===== src/rtl/idli_pkg.sv =====
// Shared types for the idli nibble-serial core.
//   preg_t       : predicate register select; PREG_PT always reads as true
//   cmp_op_t     : compare operation encoding for the predicate unit
//   pred_state_t : sequencing states of the predicate controller
//   NIB_W        : datapath width, one operand nibble
package idli_pkg;

    localparam int NIB_W = 4;

    typedef enum logic [1:0] {
        PREG_P0 = 2'd0,
        PREG_P1 = 2'd1,
        PREG_P2 = 2'd2,
        PREG_PT = 2'd3
    } preg_t;

    typedef enum logic [2:0] {
        CMP_EQ   = 3'd0,
        CMP_NE   = 3'd1,
        CMP_LTU  = 3'd2,
        CMP_GEU  = 3'd3,
        CMP_LT   = 3'd4,
        CMP_GE   = 3'd5,
        CMP_RSV6 = 3'd6,
        CMP_RSV7 = 3'd7
    } cmp_op_t;

    typedef enum logic [1:0] {
        PC_IDLE = 2'd0,
        PC_CMP  = 2'd1,
        PC_WB   = 2'd2
    } pred_state_t;

endpackage


===== src/rtl/idli_serial_cmp_m.sv =====
// Nibble-serial A-B subtractor with equality accumulation, LSB nibble first.
// Outputs are combinational for the nibble currently presented, folded with
// the accumulated state from earlier nibbles of the same compare.
//   clk, rst     : clock, asynchronous active-high reset
//   en           : a nibble is consumed this cycle
//   first        : this nibble is nibble 0 (borrow-in 0, equality restarts)
//   last         : this nibble is the final one (accumulators return to idle)
//   a, b         : operand nibbles
//   eq           : all nibbles so far, including this one, equal
//   borrow       : borrow out of this nibble
//   sign         : top bit of this nibble's difference
//   ovf          : signed overflow of A-B if this is the top nibble
module idli_serial_cmp_m
    import idli_pkg::*;
(
    input  logic             clk,
    input  logic             rst,
    input  logic             en,
    input  logic             first,
    input  logic             last,
    input  logic [NIB_W-1:0] a,
    input  logic [NIB_W-1:0] b,
    output logic             eq,
    output logic             borrow,
    output logic             sign,
    output logic             ovf
);

    logic             eq_acc;
    logic             borrow_acc;
    logic             borrow_in;
    logic [NIB_W:0]   diff;

    always_comb begin
        borrow_in = first ? 1'b0 : borrow_acc;
        diff      = {1'b0, a} - {1'b0, b} - {{NIB_W{1'b0}}, borrow_in};
        eq        = (a == b) && (first || eq_acc);
        borrow    = diff[NIB_W];
        sign      = diff[NIB_W-1];
        ovf       = (a[NIB_W-1] ^ b[NIB_W-1]) & (a[NIB_W-1] ^ diff[NIB_W-1]);
    end

    always_ff @(posedge clk or posedge rst) begin
        if (rst) begin
            eq_acc     <= 1'b0;
            borrow_acc <= 1'b0;
        end else if (en) begin
            if (last) begin
                eq_acc     <= 1'b0;
                borrow_acc <= 1'b0;
            end else begin
                eq_acc     <= eq;
                borrow_acc <= borrow;
            end
        end
    end

endmodule


===== src/rtl/idli_pred_ctrl_m.sv =====
// Predicate controller: runs the serial 16-bit compare, issues the single
// predicate write, and drives the predicate read port / execute decision.
//   i_pred_gck, i_pred_rst          : clock, asynchronous active-high reset
//   i_cmp_start/op/dst/a/b          : compare launch, op, destination, nibbles
//   i_flush                         : abandon an in-progress compare
//   i_instr_pred, i_instr_inv       : guard of the instruction in flight
//   o_exec                          : guard result (read data XOR invert)
//   o_busy                          : compare sequence active
//   o_pred_rd, i_pred_rd_data       : predicate file read port
//   o_pred_wr/_wr_en/_wr_data       : predicate file write port (registered)
module idli_pred_ctrl_m
    import idli_pkg::*;
#(
    parameter int NIBBLES = 4
) (
    input  logic             i_pred_gck,
    input  logic             i_pred_rst,
    input  logic             i_cmp_start,
    input  cmp_op_t          i_cmp_op,
    input  preg_t            i_cmp_dst,
    input  logic [NIB_W-1:0] i_cmp_a,
    input  logic [NIB_W-1:0] i_cmp_b,
    input  logic             i_flush,
    input  preg_t            i_instr_pred,
    input  logic             i_instr_inv,
    output logic             o_exec,
    output logic             o_busy,
    output preg_t            o_pred_rd,
    input  logic             i_pred_rd_data,
    output preg_t            o_pred_wr,
    output logic             o_pred_wr_en,
    output logic             o_pred_wr_data
);

    localparam int CNT_W = (NIBBLES > 1) ? $clog2(NIBBLES) : 1;
    localparam logic [CNT_W-1:0] CNT_LAST = CNT_W'(NIBBLES - 1);

    pred_state_t      state_q, state_d;
    logic [CNT_W-1:0] cnt_q, cnt_d;
    cmp_op_t          op_q, op_d;
    preg_t            dst_q, dst_d;
    logic             wr_en_q, wr_en_d;
    logic             wr_data_q, wr_data_d;

    logic cmp_en, cmp_first, cmp_last;
    logic cmp_eq, cmp_borrow, cmp_sign, cmp_ovf;
    logic launch;

    function automatic logic cmp_result(input cmp_op_t op, input logic eq,
                                        input logic borrow, input logic sign,
                                        input logic ovf);
        logic r;
        case (op)
            CMP_EQ:  r = eq;
            CMP_NE:  r = !eq;
            CMP_LTU: r = borrow;
            CMP_GEU: r = !borrow;
            CMP_LT:  r = sign ^ ovf;
            CMP_GE:  r = !(sign ^ ovf);
            default: r = 1'b0;
        endcase
        return r;
    endfunction

    idli_serial_cmp_m u_cmp (
        .clk    (i_pred_gck),
        .rst    (i_pred_rst),
        .en     (cmp_en),
        .first  (cmp_first),
        .last   (cmp_last),
        .a      (i_cmp_a),
        .b      (i_cmp_b),
        .eq     (cmp_eq),
        .borrow (cmp_borrow),
        .sign   (cmp_sign),
        .ovf    (cmp_ovf)
    );

    // Flush always beats start, whatever the state.
    assign launch = i_cmp_start && !i_flush;

    always_comb begin
        state_d   = state_q;
        cnt_d     = cnt_q;
        op_d      = op_q;
        dst_d     = dst_q;
        wr_en_d   = 1'b0;
        wr_data_d = wr_data_q;
        cmp_en    = 1'b0;
        cmp_first = 1'b0;
        cmp_last  = 1'b0;

        case (state_q)
            PC_CMP: begin
                if (i_flush) begin
                    state_d = PC_IDLE;
                    cnt_d   = '0;
                end else if (i_cmp_start) begin
                    // Restart: old compare dropped, this cycle is nibble 0.
                    state_d   = PC_CMP;
                    cnt_d     = CNT_W'(1);
                    op_d      = i_cmp_op;
                    dst_d     = i_cmp_dst;
                    cmp_en    = 1'b1;
                    cmp_first = 1'b1;
                end else begin
                    cmp_en = 1'b1;
                    if (cnt_q == CNT_LAST) begin
                        cmp_last  = 1'b1;
                        state_d   = PC_WB;
                        cnt_d     = '0;
                        wr_data_d = cmp_result(op_q, cmp_eq, cmp_borrow,
                                               cmp_sign, cmp_ovf);
                        wr_en_d   = (dst_q != PREG_PT);
                    end else begin
                        cnt_d = cnt_q + CNT_W'(1);
                    end
                end
            end
            default: begin
                // IDLE and WB both accept a new compare; the WB write is
                // already on the registered outputs and is not revoked.
                if (launch) begin
                    state_d   = PC_CMP;
                    cnt_d     = CNT_W'(1);
                    op_d      = i_cmp_op;
                    dst_d     = i_cmp_dst;
                    cmp_en    = 1'b1;
                    cmp_first = 1'b1;
                end else begin
                    state_d = PC_IDLE;
                    cnt_d   = '0;
                end
            end
        endcase
    end

    always_ff @(posedge i_pred_gck or posedge i_pred_rst) begin
        if (i_pred_rst) begin
            state_q   <= PC_IDLE;
            cnt_q     <= '0;
            op_q      <= CMP_EQ;
            dst_q     <= PREG_P0;
            wr_en_q   <= 1'b0;
            wr_data_q <= 1'b0;
        end else begin
            state_q   <= state_d;
            cnt_q     <= cnt_d;
            op_q      <= op_d;
            dst_q     <= dst_d;
            wr_en_q   <= wr_en_d;
            wr_data_q <= wr_data_d;
        end
    end

    assign o_busy         = (state_q != PC_IDLE);
    assign o_pred_wr      = dst_q;
    assign o_pred_wr_en   = wr_en_q;
    assign o_pred_wr_data = wr_data_q;

    // Read path is zero latency; the file bypasses a same-cycle write.
    assign o_pred_rd = i_instr_pred;
    assign o_exec    = i_pred_rd_data ^ i_instr_inv;

endmodule


===== config.mk =====
export PLATFORM = sky130hd
export DESIGN_NAME = idli_pred_ctrl_m
export DESIGN_NICKNAME = d
export VERILOG_FILES = /design/src/rtl/idli_pkg.sv /design/src/rtl/idli_serial_cmp_m.sv /design/src/rtl/idli_pred_ctrl_m.sv
export SDC_FILE = /design/constraint.sdc
export NUM_CORES = 1
export LEC_CHECK = 0
export BUFFER_PORTS_ARGS = -buffer_cell sky130_fd_sc_hd__buf_2
export CORE_AREA = 2 2 48 50
export DETAILED_ROUTE_END_ITERATION = 12
export DIE_AREA = 0 0 50 52
export PLACE_DENSITY = 0.7
export SYNTH_ARGS = -nofsm -noshare
export SYNTH_HDL_FRONTEND = slang
export SYNTH_SLANG_ARGS = --single-unit

===== constraint.sdc =====
create_clock -name i_pred_gck -period 1.9 [get_ports i_pred_gck]
set_clock_uncertainty 0.05 [all_clocks]
set_input_delay 0.285 -clock i_pred_gck [delete_from_list [all_inputs] [get_ports i_pred_gck]]
set_output_delay 0.285 -clock i_pred_gck [all_outputs]
set_load 0.005 [all_outputs]

; ---- Word level (Yosys, flattened, before mapping)
; Index checks and enable logic that the tools add are counted.
[classes]
addsub = 3
eq_ne = 12
muxes = 35
bitwise_logic = 7
reduce_logical = 12
[op_table]
columns = operator, count
row1 = $mux 2, 12
row2 = $mux 1, 18
row3 = $mux 3, 4
row4 = $eq 3x2->1 const B, 2
row5 = $eq 3x3->1 const B, 2
row6 = $ne 2x2->1 const B, 3
row7 = $pmux 1 s6, 1
row8 = $sub 4x4->5, 1
row9 = $sub 5x1->5, 1
row10 = $eq 4x4->1, 1
row11 = $logic_not 1->1, 4
row12 = $ne 4x4->1 const B, 1
row13 = $reduce_and 4->1, 1
row14 = $reduce_bool 2->1, 2
row15 = $xor 1x1->1, 4
row16 = $eq 3x1->1 const B, 1
row17 = $logic_not 3->1, 1
row18 = $reduce_and 3->1, 1
row19 = $add 2x1->2 const B, 1
row20 = $eq 2x1->1 const B, 1
row21 = $eq 2x2->1 const B, 1
row22 = $logic_and 1x1->1, 2
row23 = $not 1->1, 2
row24 = $and 1x1->1, 1
row25 = $logic_or 1x1->1, 1
[word_totals]
register_bits = 13
input_bits = 21
out_inout_bits = 8
wordCells = 77

; ---- Logic depth before layout (Yosys ltp)
; Gate-level depths: netlist (run 1).
[logic_depth]
word_depth = 11
depth_mapped = 10
depth_no_buf = 10

; ---- Cells and area by module
; Synthesis (run 1) repeated with hierarchy kept, for this count alone.
[hier_totals]
hier_cells = 87
area_unflattened_um2 = 898.4
[by_module_without_submodules]
columns = mod, instances, cells_each, area_each_um2, seq_area_each_um2
row1 = idli_pred_ctrl_m, 1, 47, 576.8, 275.3
row2 = idli_serial_cmp_m, 1, 40, 321.6, 50.0

; ---- Worst setup path after synthesis (run 1)
; No wires, ideal clock.
[synth_path]
path_type = input -> register
from = input port i_flush
to = register wr_data_q (netlist: o_pred_wr_data)
setup_ns = 0.129
arrival_time_ns = 2.031
path_slack_ns = -0.310
cell_stages = 10
n_path_buf = 0
path_cell_list = nand2b_1 nand2_1 ha_1 a21o_1 ha_1 nand2_1 a211oi_2 or4_4 a41oi_2 a21oi_1
[synth_via]
elab_chain_len = 11
word_cells_on_any_way = 18
[synth_lines]
columns = item, line
row1 = start: declaration, idli_pred_ctrl_m.sv:23  ; input logic i_flush,
row2 = $logic_not 1->1, idli_pred_ctrl_m.sv:80  ; assign launch = i_cmp_start && !i_flush;
row3 = $logic_and 1x1->1, idli_pred_ctrl_m.sv:80
row4 = $mux 1, idli_pred_ctrl_m.sv:123  ; if (launch) begin
row5 = $mux 1, idli_pred_ctrl_m.sv:93  ; case (state_q)
row6 = $mux 1, idli_serial_cmp_m.sv:35  ; borrow_in = first ? 1'b0 : borrow_acc;
row7 = $sub 5x1->5, idli_serial_cmp_m.sv:36  ; diff = {1'b0, a} - {1'b0, b} - {{NIB_W{1'b0}}, borrow_in};
row8 = $xor 1x1->1, idli_serial_cmp_m.sv:40  ; ovf = (a[NIB_W-1] ^ b[NIB_W-1]) & (a[NIB_W-1] ^ diff[NIB_W-1]);
row9 = $and 1x1->1, idli_serial_cmp_m.sv:40
row10 = $xor 1x1->1, "idli_pred_ctrl_m.sv:58, idli_pred_ctrl_m.sv:59"
row11 = $logic_not 1->1, idli_pred_ctrl_m.sv:59  ; CMP_GE: r = !(sign ^ ovf);
row12 = $pmux 1 s6, idli_pred_ctrl_m.sv:53  ; case (op)
row13 = end signal: assignment, idli_pred_ctrl_m.sv:152  ; wr_data_q <= wr_data_d;
row14 = end: declaration, idli_pred_ctrl_m.sv:43  ; logic wr_data_q, wr_data_d;
; Several ways; a longest one is shown, not always the timed one.
; A chain may end at the register's enable or synchronous reset.

; ---- Worst setup path after layout (run 1)
[layout_path]
from = register u_cmp.borrow_acc
to = register wr_data_q (netlist: o_pred_wr_data)
[layout_via]
elab_chain_len = 7
word_cells_on_any_way = 8
[layout_lines]
columns = item, line
row1 = start: declaration, idli_serial_cmp_m.sv:30  ; logic borrow_acc;
row2 = start signal: assignment, idli_serial_cmp_m.sv:53  ; borrow_acc <= borrow;
row3 = $mux 1 (*), idli_serial_cmp_m.sv:35
row4 = $sub 5x1->5 (*), idli_serial_cmp_m.sv:36
row5 = $xor 1x1->1, idli_serial_cmp_m.sv:40
row6 = $and 1x1->1, idli_serial_cmp_m.sv:40
row7 = $xor 1x1->1, "idli_pred_ctrl_m.sv:58, idli_pred_ctrl_m.sv:59"
row8 = $logic_not 1->1, idli_pred_ctrl_m.sv:59
row9 = $pmux 1 s6 (*), idli_pred_ctrl_m.sv:53
; Mark *: on every way between the ends. The rest lies on a longest branch, timed or not.

==> results.md, run 1 <==
* Status: finished, violations left
* Failing checks: setup timing
* Endpoints failing setup at 2
* Total GRT Usage at 15.0%
* Most frequent cell after synthesis: dfrtp_1
* Avg Cell Area, Syn at 9.92 um2
* # fillers at 202
* Hold Crit Depth at 2
* Slowest cell delay on critical path at 350 ps
* CTS Buf Count at 3
* Layout area overhead at 32.6%
* Util after Layout at 53.7%
* Initial antenna violation count at 0
* Sum Neg Setup Slack at -398 ps
* CP bufs+invs at 1
* F_max at 474 MHz
* Reg2reg path depth at 10
* Fin crit share at 111%
* Ys async rst share at 100%
* Total chip power at 0.744 mW
* CP Capture Type: flip-flop
* Synth top area share at 38.1%
* Ant. Diodes at 0
* CP startpoint kind: flip-flop
* Peak supply drop at 0.464 mV
* Dpl cells at 144
* Final WS setup at -210 ps
* Cell count after synthesis at 86
* Largest net degree at the start of global routing at 14
* TritonCTS clock tree: done
* Site Rows at 17
* Max-Cap Viols at 0
* Vias post-DR at 734
* # IOs at 29
* P per Cell Area at 657 mW/mm2
* Final net count at 150
* Reg area at 325 um2
* Crit Path Max Fanout at 2
* Delay-heaviest family, CP: compound AO/OA/AOI/OAI gates
* First-pass GRT wire length at 2930 um
* Initial core utilization at 40.5%
* Worst reg2reg setup slack at -210 ps
* Initial drt markers at 12
* EDFF count, synth at 0
* Vias in the first global route at 720
* Area contributors post-synth: dfrtp_1 (38%), ha_1 (8.8%), mux2_2 (6.6%)
* Slowest cell on the critical path: dfrtp_1
* Yosys Warn Count at 0
* Area of the multi-input gates at 504 um2
* # H-tree levels at 1
* Chip height at 52 um
* Detail Route Antenna Nets at 0
* Worst path cell trace: nand2_1, ha_1, a21o_1, ha_4, and2_4, o211ai_1, buf_4, o2111a_1, a211oi_2, a21oi_1
* DR WL/cell at 11.9 um
* Dpl hpwl at 1460 um
* Total Wirelength at 1780 um
* Max Root-Sink Buffers at 2
* Net Count, Synth at 113
* Synth Flop Type: dfrtp_1
* Drt drc at 0
* Layout cells sized above 1 at 45.1%
* Total die area at 0.00260 mm2
* Root buffer cell: clkbuf_4
* Worst-margin pin slew at 487 ps
* Core area at 0.00211 mm2
* GPL Wtd Cong at 0.780
* Worst-path clk slew at 80 ps
* Clock Sink Count at 13
* Synth Register Bits at 13
* Top post-synthesis cells by count: dfrtp_1 (13), inv_1 (9), nand2_1 (7), ha_1 (6), mux2_2 (5)
* Fin. Hold Viols at 0
* Clock latency on the worst-skew pair at 280 ps
* CP Data Required Time at 2020 ps
* WHS Endpoint: o_pred_wr[0]
* RSZ-0062 raised after global routing: true
* GR Overflow Total at 0
* Min Tclk post-route at 2110 ps
* Leak at 0.594 nW
* HP Class: primary input to flip-flop
* Vias per Instance at 4.89
* Worst EP arrival at 2240 ps
* CP Class: flip-flop to flip-flop
* Area leader, netlist: dfrtp_1
* Netlist cell types at 35
* Max-slew headroom at 67.5%
* First drt pass iteration count at 4
* R2R Path Start: u_cmp.borrow_acc
* Max-slew violation count at 0
* IO Port Bufs at 24
* Reg2Reg Capture Point: o_pred_wr_data
* Hold_sp: i_cmp_dst[0]
* DIE WIDTH at 50 um
* Final Instance Count excl. Fillers at 150
* Cell Area, Synth at 853 um2
* Seq/Total Area, Yosys at 38.1%
==> cell families after synthesis <==
logic type | Yosys count | share of synthesized area (%)
simple gates | 27 | 18.3
compound gates | 18 | 16.4
flops | 13 | 38.1
buf+inv | 12 | 6.30
mux | 7 | 8.94
fa+ha+maj | 6 | 8.80
xor+xnor | 3 | 3.08
==> worst register-to-register path: stages, from the launching register on <==
cell	delay, ps
dfrtp_1	350
nand2_1	60
ha_1	260
a21o_1	180
ha_4	270
and2_4	130
o211ai_1	120
buf_4	150
o2111a_1	120
a211oi_2	210
a21oi_1	90
==> worst max-delay path by stage <==
| stage | start | endpoint | slack (ps) | cells after the start |
|---|---|---|---|---|
| finish | u_cmp.borrow_acc | o_pred_wr_data | -210 | 10 |
| global route | u_cmp.borrow_acc | o_pred_wr_data | -320 | 10 |
| CTS | u_cmp.borrow_acc | o_pred_wr_data | -250 | 9 |
| detailed placement | i_flush | o_pred_wr_data | -460 | 11 |
| global placement | i_flush | o_pred_wr_data | -400 | 11 |
| floorplan | i_flush | o_pred_wr_data | -220 | 10 |
==> what timing repair did <==
item                                   CTS  global route
setup endpoints to repair                2             2
resized for setup                        1             4
pin swaps                                4             4
hold buffers                             1             0
endpoints found under the hold margin   13             0
buffers inserted                         1             0
==> registers in the layout, indices dropped and copies added (netlist names) <==
signal and count:
o_pred_wr_data 1, o_pred_wr_en 1, u_cmp.borrow_acc 1, cnt_q 2, u_cmp.eq_acc 1, o_pred_wr 2, op_q 3, state_q 2
==> power breakdown <==
group | internal, mW | leakage, nW | switching [mW]
registers | 0.302 | 0.166 | 0.0245
logic | 0.134 | 0.410 | 0.105
clock network | 0.0784 | 0.0177 | 0.0987
==> through the flow <==
step / worst slack (ps) / area (um2) / hold WS (ps)
6_report: -210 / 1130 / 175
5_1_grt: -323 / 1130 / 180
4_1_cts: -248 / 1110 / 175
3_5_place_dp: -461 / 1060 / 275
3_3_place_gp: -405 / 1060 / 264
2_1_floorplan: -219 / 861 / 112
==> cells in the final DEF (no fill, tap or decap), types with 3 or more instances in the layout <==
cell       n
dfrtp_1   13
mux2_2     5
buf_2     24
a21oi_1    4
clkbuf_4   3
ha_1       5
nand2_1    6
inv_1      9
buf_4     10
nor2_1     3
==> final cells by class <==
cell class | count | area share [%]
well taps | 28 | 3.10
inverters | 9 | 2.99
multi-input cells | 61 | 44.6
repair buffers | 35 | 18.1
clock buffers | 3 | 1.99
flip-flops and latches | 13 | 28.8
clock inverters | 1 | 0.442
==> routing by layer <==
layer | wire length [um] | global-route usage [%]
met1 | 707 | 17.5
met2 | 964 | 26.3
met3 | 80 | 2.01
met4 | 29 | 8.33
met5 | 0 | 0
Note: power is estimated with default switching activity, not from simulation.
==> run 2: changes to the inputs <==
ABC_AREA = 1   (was unset)
CORE_AREA = 2 2 49 51   (was 2 2 48 50)
DIE_AREA = 0 0 51 53   (was 0 0 50 52)
==> run 2 against run 1 <==
Effect of this change: largest cell class unchanged; synthesized area grew 5.1%; first-iteration DRC count shrank 17%; die area increased by 4.0%; the run still ends with setup timing left; largest power group unchanged; clock-buffer cell count up 1; hold slack lost 7.3 ps; clock power shrank 7%; non-clock buffer count fell by 4.
==> results.md, run 2 <==
* Min Tclk post-route at 1950 ps (-165 ps)
* Core area at 0.00215 mm2 (+2.0%)
* Worst-path clk slew at 80 ps (about the same)
* Clock Sink Count at 13 (unchanged)
* Leak at 0.665 nW (+12%)
* Post-synthesis xor/xnor area fraction at 0.976% (-2.1 points)
* Sum Neg Setup Slack at -45.1 ps (+353 ps)
* EDFF count, synth at 0 (unchanged)
* First-pass GRT wire length at 3040 um (+4.0%)
* Yosys Warn Count at 0 (unchanged)
* Main combinational cell family by area after synthesis: simple AND/OR/NAND/NOR gates
* Root buffer cell: clkbuf_4
* Seq/Total Area, Yosys at 36.3% (-1.9 points)
* Net Count, Synth at 150 (+33%)
* Post-Synth Adder-Cell Area at 8.37% (-0.43 points)
* Max-Cap Viols at 0 (unchanged)
* Max-slew violation count at 0 (unchanged)
* Synth top area share at 36.3% (-1.9 points)
* Clock power share at 22.0% (-1.8 points)
* Simple logic cell fraction of the synthesized area at 34.2% (+16 points)
* IO Port Bufs at 24 (unchanged)
* Fin crit share at 102% (-8.7 points)
* Slowest cell delay on critical path at 360 ps (about the same)
* Site Rows at 17 (unchanged)
* Area leader, netlist: dfrtp_1
* Clock latency on the worst-skew pair at 270 ps (about the same)
* Final net count at 184 (+23%)
* Layout cells sized above 1 at 32.1% (-13 points)
* RSZ-0062 raised after global routing: true
* Setup crit start: u_cmp.borrow_acc
* Peak supply drop at 0.407 mV (-12%)
* Final WS setup at -45.1 ps (+165 ps)
* Proportion of synthesized area in mux cells at 0% (-8.9 points)
* # IOs at 29 (unchanged)
* Most frequent cells in the layout: nand2_1 (32), buf_2 (24), inv_1 (22)
* Max Root-Sink Buffers at 2 (unchanged)
* Ant. Diodes at 0 (unchanged)
* Vias in the first global route at 790 (+9.7%)
* Dpl cells at 179 (+24%)
* Initial drt markers at 10 (-2)
* Seq pwr share at 42.6% (-1.3 points)
* Hold Crit Depth at 3 (+1)
* Crit Path Max Fanout at 4 (+2)
* # H-tree levels at 1 (unchanged)
* Layout area overhead at 31.7%
* CP Capture Type: flip-flop
* Worst EP arrival at 2060 ps (-180 ps)
* Vias post-DR at 848 (+16%)
* Fin. Hold Viols at 0 (unchanged)
* F_max at 514 MHz (+8.5%)
* Failing checks: setup timing
* Status: finished, violations left
* Util after Layout at 55.0% (+1.3 points)
* Largest register FFs at 3 (unchanged)
* Max-slew headroom at 67.3% (-0.20 points)
* Synth Register Bits at 13 (unchanged)
* HP Class: primary input to flip-flop
* Worst-margin pin slew at 490 ps (+3.02 ps)
* Endpoints failing setup at 1 (-1)
* Area contributors post-synth: dfrtp_1 (36%), nand2_1 (14%), inv_1 (10%)
* R2R Path Start: u_cmp.borrow_acc
* DR WL/cell at 9.76 um (-18%)
* Netlist cell types at 21 (-40%)
* Top post-synthesis cells by count: nand2_1 (34), inv_1 (24), nand3_1 (14), dfrtp_1 (13)
* Drt drc at 0 (unchanged)
* Post-synthesis compound-gate area fraction at 8.09% (-8.3 points)
* GPL Wtd Cong at 0.730 (-6.4%)
* Detail Route Antenna Nets at 0 (unchanged)
* # fillers at 195 (-3.5%)
* Avg Cell Area, Syn at 7.29 um2 (-26%)
* Switching share of power at 33.4% (+2.7 points)
* GR Overflow Total at 0 (unchanged)
* Slowest cell on the critical path: dfrtp_1
* Initial core utilization at 41.8% (+1.2 points)
* Total die area at 0.00270 mm2 (+4.0%)
* Total Wirelength at 1800 um (+0.84%)
* Post-CTS Setup Bufs at 0 (-1)
* Total GRT Usage at 14.7% (-0.25 points)
* DIE WIDTH at 51 um (+2.0%)
* Chip height at 53 um (+1.9%)
* TritonCTS clock tree: done
* CTS Buf Count at 3 (unchanged)
* Reg2reg path depth at 15 (+5)
* Worst path cell trace: nand2_1, ha_1, a21o_1, ha_4, nand2_4, nand2_4, nand2_4, nand2_4, nand2_1, nand3_1, nand2_1, inv_1, nand3_1, nand2_1, nand2_1
* Cell count after synthesis at 123 (+43%)
* CP Data Required Time at 2010 ps (about the same)
* Hold_sp: i_cmp_op[2]
* Final Instance Count excl. Fillers at 184 (+23%)
* Commonest non-fill, non-tap cell in the layout: nand2_1
* Ys async rst share at 100% (unchanged)
* Dpl hpwl at 1440 um (-1.5%)
* Most used cell, CP: nand2_1
* Initial antenna violation count at 0 (unchanged)
* Largest net degree at the start of global routing at 14 (unchanged)
* Net Sw Power at 0.251 mW (+9.8%)
* Reg with most FFs: op_q
* Vias per Instance at 4.61 (-5.8%)
* Combinational share of power at 35.4% (+3.1 points)
* First drt pass iteration count at 4 (unchanged)
* Internal Power at 0.500 mW (-2.9%)
* Synth Flop Type: dfrtp_1
* P per Cell Area at 636 mW/mm2 (-3.3%)
* Most frequent cell after synthesis: nand2_1
* CP startpoint kind: flip-flop
* CP Class: flip-flop to flip-flop
* Cell Area, Synth at 897 um2 (+5.1%)
-- run 2: cell types whose count changed after synthesis, moves of 3 or more --
| cell | previous run | this run |
|---|---|---|
| nand2_1 | 7 | 34 |
| inv_1 | 9 | 24 |
| nand3_1 | 1 | 14 |
| mux2_2 | 5 | 0 |
| a21oi_1 | 4 | 1 |
| nand2_2 | 0 | 3 |
| nor2_1 | 3 | 6 |
-- run 2: layer usage --
layer  wire (um)  share of wire, %  GRT usage, %  up-vias
li1            -                 -             -      451
met1         808                45          18.3      371
met2         885                49          26.2       26
met3         102               5.7          2.26        0
met4           0                 0          4.50        0
met5           0                 0             0        -
-- run 2: path summary, 6_finish.rpt --
path	endpoint	slack [ps]
setup / recovery	o_pred_wr_data	-50
hold / removal	op_q[2]	170
setup reg to reg	o_pred_wr_data	-50
hold reg to reg	o_pred_wr_en	420
max in group asynchronous	o_pred_wr[0]	940
min in group asynchronous	o_pred_wr_data	530
-- run 2: kinds of logic after synthesis --
family	count (synthesis)
and+or+nand+nor	67
buffers and inverters	27
DFF	13
AOI/OAI and AO/OA	9
adders and majority gates	6
xor gates and xnor gates	1
-- run 2: repair_timing --
action,in CTS,in global routing
hold buffers,1,0
endpoints found under the setup margin,1,2
hold endpoints to repair,13,0
cloned,0,0
resized for setup,0,8
pin swaps,1,4
-- run 2: through the flow --
| step | hold WS [ps] | worst slack, ps | power, mW | cell area [um2] |
|---|---|---|---|---|
| 3_3_place_gp | 271 | -232 | 0.554 | 1100 |
| 3_5_place_dp | 282 | -244 | 0.560 | 1100 |
| 4_1_cts | 162 | -42.2 | 0.727 | 1130 |
| 6_report | 168 | -45.1 | 0.751 | 1180 |
| 2_1_floorplan | 112 | -112 | 0.487 | 912 |
| 5_1_grt | 182 | -161 | 0.819 | 1180 |
-- run 2: area by class of cell --
class | count | area [um2] | area share (%)
sequential | 13 | 325 | 27.5
inverter | 25 | 101 | 8.58
tap | 28 | 35.0 | 2.97
clock buffer | 4 | 26.3 | 2.22
multi-input combinational | 83 | 518 | 43.9
timing repair buffer | 31 | 175 | 14.8
-- run 2: worst max-delay path, delay by kind of cell (launching register included) --
family                   cells  cell delay (ps)
flip-flops                   1              360
adder cells (fa/ha/maj)      2              550
buffers and inverters        1               40
AO/OA/AOI/OAI                1              210
AND/OR/NAND/NOR             11              630
-- run 2: power by group through the flow --
stage	registers, mW	logic (mW)	clock network (mW)
after floorplan	0.323	0.165	0
after global placement	0.325	0.229	0
after detailed placement	0.325	0.235	0
after CTS	0.320	0.238	0.169
after global routing	0.325	0.302	0.192
final	0.320	0.266	0.165
==> run 3: changes to the inputs <==
RECOVER_POWER = 25   (was unset)
==> run 3 against run 2 <==
Effect of this change: the flow still finishes with violations (setup timing); critical path depth unchanged; clock-buffer cell count stayed put; sequential share of layout area grew 0.21 points; combinational power barely moved; largest power group unchanged.
==> results.md, run 3 (synthesis gave the netlist of run 2 again) <==
* CP startpoint kind: flip-flop
* R2R Path Start: u_cmp.borrow_acc
* Chip height at 53 um (unchanged)
* Initial core utilization at 41.8% (unchanged)
* GPL Wtd Cong at 0.730 (unchanged)
* Min Tclk post-route at 1950 ps (+0.0793 ps)
* Failing checks: setup timing
* Final net count at 184 (unchanged)
* DIE WIDTH at 51 um (unchanged)
* Initial antenna violation count at 0 (unchanged)
* Leak at 0.655 nW (-1.5%)
* Seq pwr share at 42.8% (+0.2 points)
* Worst EP arrival at 2060 ps (about the same)
* RSZ-0062 raised after global routing: true
* Largest register FFs at 3 (unchanged)
* Status: finished, violations left
* Drt drc at 0 (unchanged)
* Layout cells sized above 1 at 30.1% (-1.9 points)
* IO Port Bufs at 24 (unchanged)
* WHS Endpoint: op_q[2]
* # H-tree levels at 1 (unchanged)
* Slowest cell on the critical path: dfrtp_1
* Commonest non-fill, non-tap cell in the layout: nand2_1
* Clock power share at 22.0% (about the same)
* DR WL/cell at 9.79 um (+0.28%)
* Hold slack at 168 ps (+0.153 ps)
* CP bufs+invs at 1 (unchanged)
* Dpl hpwl at 1440 um (unchanged)
* Final WS setup at -45.1 ps (-0.0793 ps)
* Design Area, Final at 0.00117 mm2 (-0.74%)
* Max-Cap Viols at 0 (unchanged)
* Reg area at 325 um2 (unchanged)
* Most used cell, CP: nand2_1
* Max Root-Sink Buffers at 2 (unchanged)
* Largest net degree at the start of global routing at 14 (unchanged)
* Vias post-DR at 849 (+0.12%)
* Detail Route Antenna Nets at 0 (unchanged)
* Most frequent cells in the layout: nand2_1 (32), buf_2 (23), inv_1 (22)
* CTS Buf Count at 3 (unchanged)
* Fin crit share at 102% (about the same)
* Fin. Hold Viols at 0 (unchanged)
* Internal Power at 0.497 mW (-0.46%)
* Switching share of power at 33.6% (+0.12 points)
* Post-CTS Setup Bufs at 0 (unchanged)
* CP Data Required Time at 2010 ps (about the same)
* HP Class: primary input to flip-flop
* Layout area overhead at 30.7%
* Final Instance Count excl. Fillers at 184 (unchanged)
* DP Area at 0.00110 mm2 (unchanged)
* Total die area at 0.00270 mm2 (unchanged)
* Vias per Instance at 4.61 (+0.12%)
* Max-slew violation count at 0 (unchanged)
* Worst path cell trace: nand2_1, ha_1, a21o_1, ha_4, nand2_4, nand2_4, nand2_4, nand2_4, nand2_1, nand3_1, nand2_1, inv_1, nand3_1, nand2_1, nand2_1
* Dpl ws at -244 ps (unchanged)
* CP Capture Type: flip-flop
* Total GRT Usage at 14.7% (unchanged)
* Dpl cells at 179 (unchanged)
* Hold_sp: i_cmp_op[2]
* Reg2reg path depth at 15 (unchanged)
* # IOs at 29 (unchanged)
* Endpoints failing setup at 1 (unchanged)
* # fillers at 194 (-0.51%)
* Delay-heaviest family, CP: simple AND/OR/NAND/NOR gates
* TritonCTS clock tree: done
* Reg with most FFs: op_q
* Worst-path clk slew at 80 ps (about the same)
* Vias in the first global route at 790 (unchanged)
* Reg2Reg Capture Point: o_pred_wr_data
* CP Class: flip-flop to flip-flop
* F_max at 514 MHz (about the same)
* P per Cell Area at 639 mW/mm2 (+0.46%)
* Clock latency on the worst-skew pair at 270 ps (about the same)
* Combinational share of power at 35.2% (-0.2 points)
* Site Rows at 17 (unchanged)
* Root buffer cell: clkbuf_4
* Initial drt markers at 8 (-2)
* Total Wirelength at 1800 um (+0.28%)
* First drt pass iteration count at 4 (unchanged)
* Area of the multi-input gates at 518 um2 (unchanged)
* Slowest cell delay on critical path at 360 ps (about the same)
* Clock Sink Count at 13 (unchanged)
* Core area at 0.00215 mm2 (unchanged)
* GR Overflow Total at 0 (unchanged)
* Worst reg2reg setup slack at -50 ps (about the same)
* Max-slew headroom at 67.3% (about the same)
* Hold Crit Depth at 3 (unchanged)
* Peak supply drop at 0.407 mV (about the same)
* Ant. Diodes at 0 (unchanged)
* First-pass GRT wire length at 3040 um (unchanged)
* Sum Neg Setup Slack at -45.1 ps (-0.0793 ps)
* Net Sw Power at 0.251 mW (about the same)
* Crit Path Max Fanout at 4 (unchanged)
* Worst-margin pin slew at 490 ps (+0.145 ps)
-- run 3: what timing repair did --
action / CTS / global route
hold endpoints to repair: 13 / 0
pin swaps: 1 / 4
hold buffers: 1 / 0
setup endpoints to repair: 1 / 2
gates resized for setup: 0 / 8
-- run 3: worst max-delay path by stage --
| stage | endpoint | cells after the start | slack, ps | from |
|---|---|---|---|---|
| 5_1_grt | o_pred_wr_data | 13 | -160 | u_cmp.borrow_acc |
| 2_1_floorplan | o_pred_wr_data | 17 | -110 | i_cmp_start |
| 6_report | o_pred_wr_data | 15 | -50 | u_cmp.borrow_acc |
| 3_3_place_gp | o_pred_wr_data | 18 | -230 | i_cmp_start |
| 4_1_cts | o_pred_wr_data | 14 | -40 | u_cmp.borrow_acc |
| 3_5_place_dp | o_pred_wr_data | 18 | -240 | i_cmp_start |
-- run 3: metal layers --
metal | vias up | share of wire, % | global-route usage [%]
met3 | 0 | 5.7 | 2.26
met1 | 372 | 45 | 18.3
met5 | - | 0 | 0
met4 | 0 | 0 | 4.50
met2 | 26 | 49 | 26.2
li1 | 451 | - | -
-- run 3: per-stage QoR --
| step | util (%) | power [mW] |
|---|---|---|
| finish | 54.6 | 0.749 |
| global route | 54.6 | 0.816 |
| detailed placement | 51.1 | 0.560 |
| CTS | 52.8 | 0.727 |
| global placement | 51.1 | 0.554 |
| floorplan | - | 0.487 |
-- run 3: power by group through the flow --
stage          registers [mW]  logic (mW)  clock network (mW)
2_1_floorplan           0.323       0.165                   0
3_3_place_gp            0.325       0.229                   0
3_5_place_dp            0.325       0.235                   0
4_1_cts                 0.320       0.238               0.169
5_1_grt                 0.325       0.299               0.192
6_report                0.320       0.264               0.165
-- run 3: cell type report --
class	instances	share of cell area, %
clock buffers	4	2.24
inverters	25	8.64
multi-input cells	83	44.2
flip-flops and latches	13	27.7
well taps	28	2.99
repair buffers	31	14.2
-- run 3: worst min-delay path, cell delays in order --
cell     delay (ps)
buf_2            70
nand2_1          40
nand2_1          50
